[src/rtl/load_replay_buffer_pkg.sv]
// load_replay_buffer_pkg: shared types, sizes and helpers for the load replay buffer
// Contents: ReplayReason enum, RobIdx/StoreIdx age tags, LoadReplayEntry record,
// LOAD_REPLAY_SIZE, the wake-event matcher and the rob-age comparator.
package load_replay_buffer_pkg;
    localparam int LOAD_PIPELINE         = 2;
    localparam int LOAD_REPLAY_SIZE      = 8;
    localparam int LOAD_ISSUE_BANK_WIDTH = 4;
    localparam int MSHR_WIDTH            = 3;
    localparam int ROB_IDX_WIDTH         = 6;
    localparam int STORE_IDX_WIDTH       = 4;
    localparam int BANK_WIDTH            = (LOAD_PIPELINE > 1) ? $clog2(LOAD_PIPELINE) : 1;

    typedef enum logic [1:0] {
        MISS     = 2'd0,
        STDATA   = 2'd1,
        MSHRFULL = 2'd2
    } ReplayReason;

    typedef struct packed {
        logic                     dir;
        logic [ROB_IDX_WIDTH-1:0] idx;
    } RobIdx;

    typedef struct packed {
        logic                       dir;
        logic [STORE_IDX_WIDTH-1:0] idx;
    } StoreIdx;

    typedef struct packed {
        logic                             valid;
        logic                             wake;
        logic [BANK_WIDTH-1:0]            bank;
        logic [LOAD_ISSUE_BANK_WIDTH-1:0] issue_idx;
        RobIdx                            rob_idx;
        ReplayReason                      reason;
        logic [MSHR_WIDTH-1:0]            mshr_idx;
        StoreIdx                          sq_idx;
    } LoadReplayEntry;

    function automatic logic replay_wake(
        ReplayReason           reason,
        logic [MSHR_WIDTH-1:0] mshr_idx,
        StoreIdx               sq_idx,
        logic                  refill_en,
        logic [MSHR_WIDTH-1:0] refill_mshr,
        logic                  stdata_en,
        StoreIdx               stdata_sq,
        logic                  mshr_free
    );
        return (reason == MISS && refill_en && mshr_idx == refill_mshr) ||
               (reason == STDATA && stdata_en && sq_idx == stdata_sq) ||
               (reason == MSHRFULL && mshr_free);
    endfunction

    // Wrap bit flips the sense of the index compare when the two tags straddle a ROB wrap.
    function automatic logic is_older(RobIdx rob, RobIdx redirect);
        return (rob.dir ^ redirect.dir) ^ (redirect.idx > rob.idx);
    endfunction
endpackage

[src/rtl/load_replay_select.sv]
// load_replay_select: lowest-index picker over one bank's ready replay entries
// Ports: i_req (ready mask), o_grant (one-hot lowest request), o_idx (its index), o_valid (any request).
module load_replay_select
    import load_replay_buffer_pkg::*;
#(
    parameter int DEPTH = LOAD_REPLAY_SIZE,
    localparam int PTR_W = $clog2(DEPTH)
) (
    input  logic [DEPTH-1:0] i_req,
    output logic [DEPTH-1:0] o_grant,
    output logic [PTR_W-1:0] o_idx,
    output logic             o_valid
);
    assign o_grant = i_req & (~i_req + DEPTH'(1));
    assign o_valid = |i_req;

    always_comb begin
        o_idx = '0;
        for (int i = DEPTH - 1; i >= 0; i--)
            if (i_req[i]) o_idx = PTR_W'(i);
    end
endmodule

[src/rtl/load_replay_buffer.sv]
// load_replay_buffer: parks slow-failed loads and re-arms their issue-bank entries once unblocked
// Ports: clk/rst (sync, active-high); i_fail_* per pipeline (stage-2 slow failure);
// i_refill_*, i_stdata_*, i_mshr_free (wake events); i_redirect/i_redirect_idx (flush);
// o_reply_slow per bank {en, issue_idx} (registered); o_full (free entries < PIPELINE).
// Build option LOAD_REPLAY_TIMEOUT_EN: per-entry 6-bit wait counter forces wake at 63.
module load_replay_buffer
    import load_replay_buffer_pkg::*;
#(
    parameter int PIPELINE = LOAD_PIPELINE,
    parameter int DEPTH    = LOAD_REPLAY_SIZE,
    parameter int IDX_W    = LOAD_ISSUE_BANK_WIDTH,
    parameter int MSHR_W   = MSHR_WIDTH,
    localparam int ROB_W   = $bits(RobIdx),
    localparam int SQ_W    = $bits(StoreIdx),
    localparam int RPW     = 1 + IDX_W
) (
    input  logic                      clk,
    input  logic                      rst,
    input  logic [PIPELINE-1:0]       i_fail_en,
    input  logic [PIPELINE*IDX_W-1:0] i_fail_issue_idx,
    input  logic [PIPELINE*ROB_W-1:0] i_fail_rob_idx,
    input  logic [PIPELINE*2-1:0]     i_fail_reason,
    input  logic [PIPELINE*MSHR_W-1:0] i_fail_mshr_idx,
    input  logic [PIPELINE*SQ_W-1:0]  i_fail_sq_idx,
    input  logic                      i_refill_en,
    input  logic [MSHR_W-1:0]         i_refill_mshr_idx,
    input  logic                      i_stdata_en,
    input  logic [SQ_W-1:0]           i_stdata_sq_idx,
    input  logic                      i_mshr_free,
    input  logic                      i_redirect,
    input  logic [ROB_W-1:0]          i_redirect_idx,
    output logic [PIPELINE*RPW-1:0]   o_reply_slow,
    output logic                      o_full
);
    localparam int PTR_W = $clog2(DEPTH);
    localparam int CNT_W = $clog2(DEPTH + 1);

    LoadReplayEntry            r_ent [DEPTH];
    logic [PIPELINE*RPW-1:0]   r_reply;
    logic [DEPTH-1:0]          w_taken, w_hit, w_keep, w_rel, w_tmo;
    logic [PIPELINE-1:0]       w_alloc, w_sel_vld;
    logic [PTR_W-1:0]          w_alloc_idx [PIPELINE];
    logic [PTR_W-1:0]          w_sel_idx [PIPELINE];
    logic [DEPTH-1:0]          w_req [PIPELINE];
    logic [DEPTH-1:0]          w_grant [PIPELINE];
    LoadReplayEntry            w_new [PIPELINE];
    logic [CNT_W-1:0]          w_cnt;

    always_comb begin
        w_taken = '0;
        w_alloc = '0;
        w_cnt   = '0;
        for (int i = 0; i < DEPTH; i++) begin
            w_cnt    = w_cnt + CNT_W'(r_ent[i].valid);
            w_hit[i] = r_ent[i].valid && replay_wake(r_ent[i].reason, r_ent[i].mshr_idx, r_ent[i].sq_idx,
                           i_refill_en, i_refill_mshr_idx, i_stdata_en, i_stdata_sq_idx, i_mshr_free);
            w_keep[i] = !i_redirect || is_older(r_ent[i].rob_idx, i_redirect_idx);
        end
        // Slots freed this cycle are still valid here, so they only become allocatable next cycle.
        for (int p = 0; p < PIPELINE; p++) begin
            w_alloc_idx[p] = '0;
            for (int i = DEPTH - 1; i >= 0; i--)
                if (!r_ent[i].valid && !w_taken[i]) begin
                    w_alloc[p]     = i_fail_en[p] && !i_redirect;
                    w_alloc_idx[p] = PTR_W'(i);
                end
            if (w_alloc[p]) w_taken[w_alloc_idx[p]] = 1'b1;
            w_new[p]           = '0;
            w_new[p].valid     = 1'b1;
            w_new[p].bank      = BANK_WIDTH'(p);
            w_new[p].issue_idx = i_fail_issue_idx[p*IDX_W +: IDX_W];
            w_new[p].rob_idx   = i_fail_rob_idx[p*ROB_W +: ROB_W];
            w_new[p].reason    = ReplayReason'(i_fail_reason[p*2 +: 2]);
            w_new[p].mshr_idx  = i_fail_mshr_idx[p*MSHR_W +: MSHR_W];
            w_new[p].sq_idx    = i_fail_sq_idx[p*SQ_W +: SQ_W];
            w_new[p].wake      = replay_wake(w_new[p].reason, w_new[p].mshr_idx, w_new[p].sq_idx,
                                     i_refill_en, i_refill_mshr_idx, i_stdata_en, i_stdata_sq_idx, i_mshr_free);
        end
    end

    always_comb begin
        for (int p = 0; p < PIPELINE; p++) begin
            w_req[p] = '0;
            for (int i = 0; i < DEPTH; i++)
                w_req[p][i] = r_ent[i].valid && r_ent[i].wake && r_ent[i].bank == BANK_WIDTH'(p);
        end
    end

    for (genvar g = 0; g < PIPELINE; g++) begin : g_sel
        load_replay_select #(.DEPTH(DEPTH)) u_sel (
            .i_req   (w_req[g]),
            .o_grant (w_grant[g]),
            .o_idx   (w_sel_idx[g]),
            .o_valid (w_sel_vld[g])
        );
    end

    always_comb begin
        w_rel = '0;
        for (int p = 0; p < PIPELINE; p++) w_rel = w_rel | w_grant[p];
    end

`ifdef LOAD_REPLAY_TIMEOUT_EN
    logic [5:0] r_wait [DEPTH];

    always_comb begin
        for (int i = 0; i < DEPTH; i++)
            w_tmo[i] = r_ent[i].valid && !r_ent[i].wake && r_wait[i] == 6'd63;
    end

    always_ff @(posedge clk) begin
        for (int i = 0; i < DEPTH; i++)
            r_wait[i] <= (rst || w_taken[i]) ? 6'd0 :
                         (r_ent[i].valid && !r_ent[i].wake) ? r_wait[i] + 6'd1 : r_wait[i];
    end
`else
    assign w_tmo = '0;
`endif

    // A redirect cycle neither releases nor replies, so a selected survivor is retried afterwards.
    always_ff @(posedge clk) begin
        if (rst) begin
            for (int i = 0; i < DEPTH; i++) r_ent[i] <= '0;
            r_reply <= '0;
        end else begin
            for (int i = 0; i < DEPTH; i++)
                if (!w_keep[i] || (w_rel[i] && !i_redirect)) r_ent[i].valid <= 1'b0;
                else if (w_hit[i] || w_tmo[i]) r_ent[i].wake <= 1'b1;
            for (int p = 0; p < PIPELINE; p++) begin
                if (w_alloc[p]) r_ent[w_alloc_idx[p]] <= w_new[p];
                r_reply[p*RPW +: RPW] <= i_redirect ? '0 : {w_sel_vld[p], r_ent[w_sel_idx[p]].issue_idx};
            end
        end
    end

    always_ff @(posedge clk) begin
        if (!rst && o_full)
            assert (i_fail_en == '0) else $error("load_replay_buffer: fail_en asserted while full");
    end

    assign o_reply_slow = r_reply;
    assign o_full       = (DEPTH - int'(w_cnt)) < PIPELINE;
endmodule

[config.mk]
export PLATFORM = sky130hd
export DESIGN_NAME = load_replay_buffer
export DESIGN_NICKNAME = d
export VERILOG_FILES = /design/src/rtl/load_replay_buffer_pkg.sv /design/src/rtl/load_replay_select.sv /design/src/rtl/load_replay_buffer.sv
export SDC_FILE = /design/constraint.sdc
export NUM_CORES = 1
export LEC_CHECK = 0
export BUFFER_PORTS_ARGS = -buffer_cell sky130_fd_sc_hd__buf_2
export CAP_MARGIN = 20
export CORE_MARGIN = 3
export CORE_UTILIZATION = 57
export DETAILED_ROUTE_END_ITERATION = 7
export PLACE_DENSITY = 0.73
export SYNTH_ARGS = -nofsm -noshare
export SYNTH_HDL_FRONTEND = slang
export SYNTH_SLANG_ARGS = --single-unit
[constraint.sdc]
create_clock -name clk -period 5.2 [get_ports clk]
set_clock_uncertainty 0.1 [all_clocks]
set_input_delay 0.52 -clock clk [delete_from_list [all_inputs] [get_ports clk]]
set_output_delay 0.52 -clock clk [all_outputs]
set_load 0.05 [all_outputs]
# == Yosys cells after proc, flatten, opt, wreduce, memory -nomap -nowiden ==
# Memories as Yosys holds them, arrays and structs flattened. A register that Yosys moved wholly into a read port is not among the register bits.
# Index checks and enable logic that the tools add are counted.
# W data, S select, Z words.
# op_classes
magnitude_cmp,11
reduce_logical,175
muxes,131
add_sub_neg,10
n_eq_ne,40
n_bitwise,45
# op_table
operator,n
$logic_and A1 B1 Y1,101
$mux W1,97
$mux W3,32
$eq A5 B5 Y1,10
$gt A6 B6 Y1,8
$logic_or A1 B1 Y1,36
$eq A3 B3 Y1,10
$logic_not A1 Y1,25
$eq A2 B1 Y1 const B,10
$eq A2 B2 Y1 const B,10
$logic_not A2 Y1,10
$add A4 B1 Y4,4
$add A8 B1 Y8 const B,2
$and A8 B8 Y8,2
$not A8 Y8,2
$or A1 B1 Y1,16
$reduce_or A8 Y1,2
$xor A1 B1 Y1,16
$mux W8,1
$not A1 Y1,8
$or A8 B8 Y8,1
$lt A5 B3 Y1 const B,1
$sub A4 B4 Y5 const A,1
$add A3 B1 Y4,1
6 further kinds,6
# totals
n_memories,1
mem_bits_rw,192
input_bits,65
wordCells,414
output_inout_bits,11
register_bits,10
# mem_list
name,depth,word_bits,read_ports,rd_clocked_by_memory_dff,wr,line,text
r_ent,8,24,10,2,10,load_replay_buffer.sv:38,LoadReplayEntry r_ent [DEPTH];

# == Logic depth before layout (Yosys ltp) ==
# Gate-level depths: netlist of run 1.
# An unclocked memory read counts as a cell.
# depth
ltp_word,27
mapped_depth,10
mapped_depth_nobuf,9

# == By module ==
# A second synthesis of run 1 with hierarchy kept.
# hier_totals
hier_cells,1113
area_unflattened_um2,12399.4
# modules_own_cells
module,cells_each,n_inst,seq_area_each_um2,area_each_um2
load_replay_buffer,1067,1,5755.5,12121.6
load_replay_select,23,2,0.0,138.9

# == Worst setup path after synthesis of run 1 ==
# Ideal clock, no wire load.
# synth_path
path_type,register to output
from,mem r_ent[5][23] (netlist name)
to,out o_full
path_slack_ns,1.203
stages_incl_launch_ff,11
arrival_time_ns,3.377
required_time_ns,4.580
n_path_buf,1
path_cell_list,dfxtp_1 > buf_2 > inv_1 > fa_1 > ha_1 > fa_1 > ha_1 > inv_1 > fa_1 > nand3b_1 > xor2_1
# synth_rtl
element,line,text
"start, declared",load_replay_buffer.sv:38,
"end, declared",load_replay_buffer.sv:33,output logic o_full

==> impl.org, run 1 <==
** Synth
- Async set-reset flop share out of synthesis :: 0%
- Post-Syn Instances :: 1,132
- The number of different library cells used by synthesis comes to 79.
- EDFF count, synth :: 171
- Most frequently used flop master after synthesis :: sky130_fd_sc_hd__edfxtp_1
- Counting every net in the synthesized netlist gives 1,255.
- After synthesis the netlist holds a flip-flop and latch count of 202.
- Register area share after synthesis :: 46.5%
- Count of yosys warnings during synthesis :: 0
- Post-synthesis instance area :: 12,400 um^2
- In this run the mean area of a mapped cell was 10.9 um^2.

** Worst setup path
- CP Launch Type :: register
- Launch point of the worst path :: r_ent[5][23]
- Start-to-end type of the worst setup path :: register to primary output
- R2r setup slk :: 1.33 ns
- Start of the worst register-to-register path :: r_ent[1][23]
- At the worst endpoint, the required time is 4.58 ns.
- Worst Path Max Fanout :: 14
- For the worst setup path, the data arrival time is 3.84 ns.
- In this run the worst setup path terminates at o_full.
- The worst register-to-register path has a depth of 8.
- The worst register-to-register path ends at r_ent[4][6].
- The worst setup path is captured at a primary output.

** Power
- Worst IR Drop VDD :: 0.279 mV
- Leakage power summed over all cells :: 5.58 nW
- Power spread over the standard cell area amounts to 307 nW/um^2.

** Floorplanning
- Initial core utilization :: 58.4%
- Standard-cell row count :: 53
- The die covers 23,500 um^2.
- Horiz. Die Dim :: 153 um
- 76 I/O pins were placed.
- The total area inside the core boundary comes to 21,200 um^2.
- Floorplan die height :: 153 um

** STA
- Worst rel slew slack :: 28.6%
- For this run, the top clock speed supported by timing is 224 MHz.
- Setup repair after global routing left no endpoint under its margin.
- At the pin with the least slew margin, the transition time is 1.07 ns.
- Time the final worst path needs with I/O delays and setup :: 4.46 ns
- Accumulated negative setup slack :: 0 ns
- Setup violations remaining at the end of the flow were counted as 0.
- Final-report hold violation count :: 0
- Final Slew Violations :: 0
- Fin Hold WS :: 0.325 ns
- Period utilisation layout :: 85.8%

** Clock network
- TritonCTS clock tree :: done
- Clock Path Buffers :: 3
- CTS Sinks :: 202
- The number of clock buffers added by TritonCTS is 24.
- Hold_buf cts :: 0
- The later pin in the worst-skew pair is clocked with a latency of 0.53 ns.
- The tree is rooted in a sky130_fd_sc_hd__clkbuf_16.
- Post-CTS setup buffer count :: 0
- Reg clk slew, reported paths :: 0.07 ns
- Max H-tree Level :: 1
- The number of gates resized after CTS was 0.

** Global routing
- The via count of the first global-routing pass came to 9,206.
- Number of antenna violations at the first check in global routing :: 0
- Global-route wire length before repair :: 54,900 um
- Maximum number of pins on one net before global-route repair :: 33
- After global routing the overflow that remains totals 0.
- Gr usage total :: 30.1%

** Placement
- The wire-length estimate of the detail-placed layout is 24,400 um.
- Placer's final routability congestion estimate :: 0.978
- Input and output buffers added on the ports amount to 75.

** Detailed routing
- DRC violations left :: 0
- In this run the remaining antenna-violating nets after routing total 0.
- After detailed routing, the average wire length per cell comes to 24.9 um.
- The routed layout has 9,609 vias.
- Vias/cell :: 6.64
- The final layout contains routed wiring with a total length of 36,100 um.
- For this block, the initial DRC count from the detailed router was 1,088.
- TritonRoute pass-1 iters :: 5

** Finish
- Post-route core utilization :: 64.8%
- Compared with the post-synthesis result, the final layout area differs by 10.9%.
- Final net count :: 1,277
- Final antenna diode count :: 0
- Counting the fill cells in the layout gives 1,669.
- Proportion of layout cells with a drive suffix above 1 :: 14.7%

** Hold path
- The tightest min-delay check is of the input pin to register type.

** Outcome
- Status :: finished, final reports clean

** Run
- Count of max-cap constraint violations :: 0
## worst min-delay path by stage
stage | from | end | slack [ns] | cells past startpoint
global route | i_fail_rob_idx[6] | r_ent[5][16] | 0.33 | 2
CTS | i_fail_rob_idx[6] | r_ent[5][16] | 0.31 | 2
finish | i_fail_issue_idx[0] | r_ent[4][17] | 0.32 | 2
global placement | r_ent[5][21] | r_ent[5][21] | 0.36 | 1
detailed placement | r_ent[5][21] | r_ent[5][21] | 0.38 | 1
floorplan | r_ent[4][21] | r_ent[4][21] | 0.34 | 2
## placed cells by master, fill, tap and decap left out, types with 5 or more instances in the layout
master,n
sky130_fd_sc_hd__clkinv_2,5
sky130_fd_sc_hd__mux2i_1,36
sky130_fd_sc_hd__or4_1,6
sky130_fd_sc_hd__xor2_1,23
sky130_fd_sc_hd__inv_1,62
sky130_fd_sc_hd__clkbuf_16,25
sky130_fd_sc_hd__o22ai_1,10
sky130_fd_sc_hd__dfxtp_1,31
sky130_fd_sc_hd__a31oi_1,6
sky130_fd_sc_hd__a22oi_1,5
sky130_fd_sc_hd__nor3_1,14
sky130_fd_sc_hd__nor2_1,52
sky130_fd_sc_hd__a21oi_1,39
sky130_fd_sc_hd__a22o_1,170
sky130_fd_sc_hd__buf_2,75
sky130_fd_sc_hd__nand4_1,25
sky130_fd_sc_hd__and3_1,10
sky130_fd_sc_hd__nor3_2,6
sky130_fd_sc_hd__a21o_1,15
sky130_fd_sc_hd__nor2b_1,7
sky130_fd_sc_hd__edfxtp_1,171
sky130_fd_sc_hd__buf_4,21
sky130_fd_sc_hd__and2_1,6
sky130_fd_sc_hd__a211oi_1,10
sky130_fd_sc_hd__xnor2_1,71
sky130_fd_sc_hd__nand3b_1,11
sky130_fd_sc_hd__nand2b_1,11
sky130_fd_sc_hd__nand3_1,19
sky130_fd_sc_hd__ha_1,54
sky130_fd_sc_hd__o21ai_0,23
sky130_fd_sc_hd__a221oi_1,6
sky130_fd_sc_hd__nand2_1,43
## layer usage
metal | routed length, um | vias up | GRT usage, %
met2 | 16300 | 511 | 47.4
met3 | 3340 | 81 | 4.61
li1 | - | 4354 | -
met5 | 0 | - | 0
met4 | 1220 | 0 | 9.08
met1 | 15200 | 4663 | 43.5
## layout make-up
class                           instances  area, um^2  share of cell area [%]
Clock buffer                           26         629                    4.59
Multi-Input combinational cell        765        5970                    43.6
Clock inverter                         18         204                    1.49
Inverter                               63         236                    1.72
Timing Repair Buffer                   98         572                    4.17
Sequential cell                       202        5760                    42.0
Tap cell                              275         344                    2.51
## synth_stat cells, types with 4 or more instances
cell	count	share of area (%)
sky130_fd_sc_hd__a211o_1	4	0.28
sky130_fd_sc_hd__a211oi_1	10	0.61
sky130_fd_sc_hd__a21o_1	15	0.91
sky130_fd_sc_hd__a21oi_1	40	1.6
sky130_fd_sc_hd__a221o_1	4	0.32
sky130_fd_sc_hd__a221oi_1	6	0.43
sky130_fd_sc_hd__a22o_1	170	12
sky130_fd_sc_hd__a22oi_1	5	0.30
sky130_fd_sc_hd__a31oi_1	6	0.30
sky130_fd_sc_hd__and2_1	6	0.30
sky130_fd_sc_hd__and3_1	10	0.51
sky130_fd_sc_hd__buf_1	34	1.0
sky130_fd_sc_hd__buf_2	24	0.97
sky130_fd_sc_hd__buf_4	5	0.30
sky130_fd_sc_hd__clkbuf_1	35	1.1
sky130_fd_sc_hd__dfxtp_1	31	5.0
sky130_fd_sc_hd__edfxtp_1	171	42
sky130_fd_sc_hd__fa_1	4	0.65
sky130_fd_sc_hd__ha_1	54	5.5
sky130_fd_sc_hd__inv_1	62	1.9
sky130_fd_sc_hd__mux2i_1	36	2.9
sky130_fd_sc_hd__nand2_1	43	1.3
sky130_fd_sc_hd__nand2b_1	11	0.56
sky130_fd_sc_hd__nand3_1	19	0.77
sky130_fd_sc_hd__nand3b_1	11	0.67
sky130_fd_sc_hd__nand4_1	25	1.3
sky130_fd_sc_hd__nor2_1	54	1.6
sky130_fd_sc_hd__nor2b_1	7	0.35
sky130_fd_sc_hd__nor3_1	20	0.81
sky130_fd_sc_hd__nor4_1	4	0.20
sky130_fd_sc_hd__o21ai_0	26	1.1
sky130_fd_sc_hd__o22ai_1	10	0.51
sky130_fd_sc_hd__o41ai_1	4	0.28
sky130_fd_sc_hd__or4_1	6	0.36
sky130_fd_sc_hd__xnor2_1	71	5.0
sky130_fd_sc_hd__xor2_1	23	1.6
## power by group
part           switching (W)  total (W)  internal, W
logic               0.000348   0.000540     0.000192
clock network       0.000696    0.00177      0.00108
registers          0.0000558    0.00190      0.00184
## worst max-delay path: stages, from the launching register on
cell	delay, ns
sky130_fd_sc_hd__dfxtp_1	0.68
sky130_fd_sc_hd__inv_1	0.19
sky130_fd_sc_hd__fa_1	0.51
sky130_fd_sc_hd__ha_1	0.23
sky130_fd_sc_hd__fa_1	0.51
sky130_fd_sc_hd__ha_1	0.16
sky130_fd_sc_hd__inv_1	0.06
sky130_fd_sc_hd__fa_1	0.48
sky130_fd_sc_hd__nand3b_1	0.09
sky130_fd_sc_hd__xor2_1	0.12
sky130_fd_sc_hd__buf_2	0.27
## sequential cells by signal, summed over array words and instances (netlist names)
register / count
o_reply_slow: 10
r_ent: 192
## stage by stage
stage	instance area, um^2	worst slack, ns	power [W]	cells
2_1_floorplan	12400	1.20	0.00228	1132
3_5_place_dp	12800	1.32	0.00246	1401
4_1_cts	13700	0.752	0.00421	1445
6_report	13700	0.741	0.00421	1447
5_1_grt	13700	0.567	0.00433	1447
3_3_place_gp	12800	1.43	0.00245	1401
## cell families after synthesis
group	Yosys count	synth area share, %
fa+ha+maj	60	6.27
compound gates	336	21.5
flops	202	46.5
xor+xnor	94	6.66
mux	38	3.10
simple gates	237	10.3
buf+inv	165	5.60
Note: power is estimated with default switching activity, not from simulation.
==> inputs of run 2 (changes only) <==
--- a/config.mk
+++ b/config.mk
@@ -10,6 +10,7 @@
 export CORE_MARGIN = 3
 export CORE_UTILIZATION = 57
 export DETAILED_ROUTE_END_ITERATION = 7
+export MAX_ROUTING_LAYER = met4
 export PLACE_DENSITY = 0.73
 export SYNTH_ARGS = -nofsm -noshare
 export SYNTH_HDL_FRONTEND = slang
==> run 2 against run 1 <==
First-iteration DRC count down 9.3%. Cell count about the same. Routed wire length is 1.1% higher. Sequential share of layout area is 0.12 points higher. Die area unchanged. Worst setup slack lost 0.040 ns. Core utilization decreased by 0.19 points. Register-to-register slack about the same. Global-route usage is 1.3 points higher. Combinational power is 1% higher. Critical path type unchanged. Largest power group unchanged. Highest routed layer unchanged.
==> impl.org, run 2 (synthesis gave the netlist of run 1 again) <==
** Outcome
- The flow ran to the end, and the final reports show no timing, DRC or antenna violations.

** Floorplanning
- The row count came to 53 (unchanged).
- The initial core utilization was 58.4% (unchanged).
- Number of top-level pins :: 76 (unchanged)
- Die area :: 23,500 um^2 (unchanged)
- The area inside the core boundary came to 21,200 um^2 (unchanged).
- The height of the die came to 153 um (unchanged).
- Horiz. Die Dim :: 153 um (unchanged)

** Global routing
- Gr usage total :: 31.4% (+1.3 points)
- The via count of the first global-routing pass came to 9,371 (+1.8%).
- Maximum number of pins on one net before global-route repair :: 33 (unchanged)
- The global-route congestion overflow total is 0 (unchanged).
- Global-route wire length before repair :: 55,700 um (+1.4%)
- The number of antenna violations at the first check in global routing was 1 (+1).

** STA
- The upper clock frequency limit was 222 MHz (-0.88%).
- Period utilisation layout :: 86.5% (+0.76 points)
- Setup Viol. Count Final :: 0 (unchanged)
- The number of failing hold endpoints at the final stage came to 0 (unchanged).
- Worst rel slew slack :: 20.2% (-8.4 points)
- Setup WS post-layout :: 0.701 ns (-0.0398 ns)
- The aggregate negative setup slack was 0 ns (unchanged).
- Fin Hold WS :: 0.317 ns (-0.00795 ns)
- Time the final worst path needs with I/O delays and setup :: 4.50 ns (+0.0398 ns)
- Worst Max-Slew Pin Slew :: 1.19 ns (+0.125 ns)
- The final count of pins violating max slew came to 0 (unchanged).
- RSZ-0062 raised after global routing :: false

** Finish
- The number of filler instances in the final layout is 1,672 (+0.18%).
- Commonest non-fill, non-tap cells in the layout :: 171 x sky130_fd_sc_hd__edfxtp_1, 170 x sky130_fd_sc_hd__a22o_1, 75 x sky130_fd_sc_hd__buf_2, 71 x sky130_fd_sc_hd__xnor2_1, 62 x sky130_fd_sc_hd__inv_1
- The share of final-layout standard cells stronger than drive strength 1 is 14.0% (-0.68 points).
- The post-layout utilization of the core was 64.6% (-0.19 points).
- Area taken by flip-flops and latches :: 5760 um^2 (unchanged)
- From synthesis to final layout, the design area changed by 10.6%.
- The final layout net count is 1,277 (unchanged).
- Top reg by flops :: r_ent
- The final cell count without fillers is 1,448 (+0.069%).
- Commonest non-fill, non-tap cell in the layout :: sky130_fd_sc_hd__edfxtp_1
- Flip-flop count of the largest register after layout :: 192 (unchanged)
- The area occupied by multi-input gates came to 5970 um^2 (unchanged).

** Placement
- The placer congestion estimate came to 0.922 (-5.7%).
- Worst slack at placement :: 1.26 ns (-0.0612 ns)
- The cell count after placement was 1,400 (-0.071%).
- DP HPWL :: 24,400 um (+0.24%)
- Number of buffer cells added on primary ports :: 75 (unchanged)

** Detailed routing
- TritonRoute pass-1 iters :: 5 (unchanged)
- Routed length per placed instance :: 25.2 um (+1.0%)
- The violation count after the first detailed-route iteration came to 987 (-9.3%).
- The total wirelength of the detailed-routed design came to 36,500 um (+1.1%).
- Vias :: 9,601 (-0.083%)
- DRC violations left :: 0 (unchanged)
- Vias/cell :: 6.63 (-0.15%)
- Final ANT Viol Nets :: 0 (unchanged)

** Worst setup path
- WP data required :: 4.58 ns (about the same)
- Worst Setup End Kind :: primary output
- The worst setup path is of the register to primary output kind.
- The largest fanout on the critical path is 14 (unchanged).
- STA classifies the critical path startpoint as a register.
- The signal arrival time at the worst endpoint was 3.88 ns (+0.04 ns).

** Clock network
- Clock latency reported for the late side of the worst-skew pair :: 0.52 ns (about the same)
- TritonCTS clock tree :: done
- Reg clk slew, reported paths :: 0.06 ns (about the same)
- The tree is rooted in a sky130_fd_sc_hd__clkbuf_16.
- Number of CTS-inserted buffers :: 24 (unchanged)
- The number of levels the H-tree was split into came to 1 (unchanged).
- The CTS sink count is 202 (unchanged).
- The number of gates resized after cts is 0 (unchanged).
- Post-CTS setup buffer count :: 0 (unchanged)
- Clock Path Buffers :: 3 (unchanged)
- The hold buffer count at cts came to 0 (unchanged).

** Power
- Leakage power summed over all cells :: 5.56 nW (-0.34%)
- The maximum VDD drop came to 0.299 mV (+7.4%).
- The power density over the cells was 302 nW/um^2 (-1.8%).

** Run
- Count of max-cap constraint violations :: 0 (unchanged)

** Hold path
- HP Class :: input pin to register
[run 2: final timing paths]
path | from | endpoint | slack [ns] | cells past startpoint
worst max-delay path | r_ent[5][23] | o_full | 0.70 | 10
worst min-delay path | i_fail_rob_idx[6] | r_ent[2][16] | 0.32 | 2
worst max register to register | r_ent[3][23] | r_ent[6][10] | 1.33 | 8
worst min register to register | r_ent[4][21] | r_ent[4][21] | 0.40 | 2
[run 2: stage by stage]
step                      total power, W  cell area, um^2
final                            0.00412            13700
after global routing             0.00426            13700
after CTS                        0.00412            13600
after detailed placement         0.00246            12800
after global placement           0.00245            12800
after floorplan                  0.00228            12400
[run 2: critical path: stages (launching register included)]
cell                       delay [ns]
sky130_fd_sc_hd__dfxtp_1         0.69
sky130_fd_sc_hd__inv_1           0.20
sky130_fd_sc_hd__fa_1            0.50
sky130_fd_sc_hd__ha_1            0.24
sky130_fd_sc_hd__fa_1            0.52
sky130_fd_sc_hd__ha_1            0.17
sky130_fd_sc_hd__inv_1           0.06
sky130_fd_sc_hd__fa_1            0.48
sky130_fd_sc_hd__nand3b_1        0.10
sky130_fd_sc_hd__xor2_1          0.13
sky130_fd_sc_hd__buf_2           0.27
[run 2: power breakdown]
part / switching, W / internal [W]
clock: 0.000667 / 0.00101
combinational: 0.000353 / 0.000194
sequential: 0.0000551 / 0.00184
[run 2: final cells by class]
class | count | share of cell area [%]
timing repair buffer | 98 | 4.24
clock inverter | 13 | 1.07
sequential | 202 | 42.1
clock buffer | 31 | 4.66
multi-input combinational | 765 | 43.7
inverter | 63 | 1.73
tap | 275 | 2.52
antenna | 1 | 0.0183
[run 2: routing by layer]
metal / wire length (um) / up-vias / share of wire [%] / GRT usage [%]
li1: - / 4353 / - / -
met1: 15200 / 4648 / 42 / 43.8
met2: 16400 / 522 / 45 / 46.9
met3: 3640 / 78 / 10 / 5.78
met4: 1160 / 0 / 3.2 / 10.3
met5: 0 / - / 0 / -
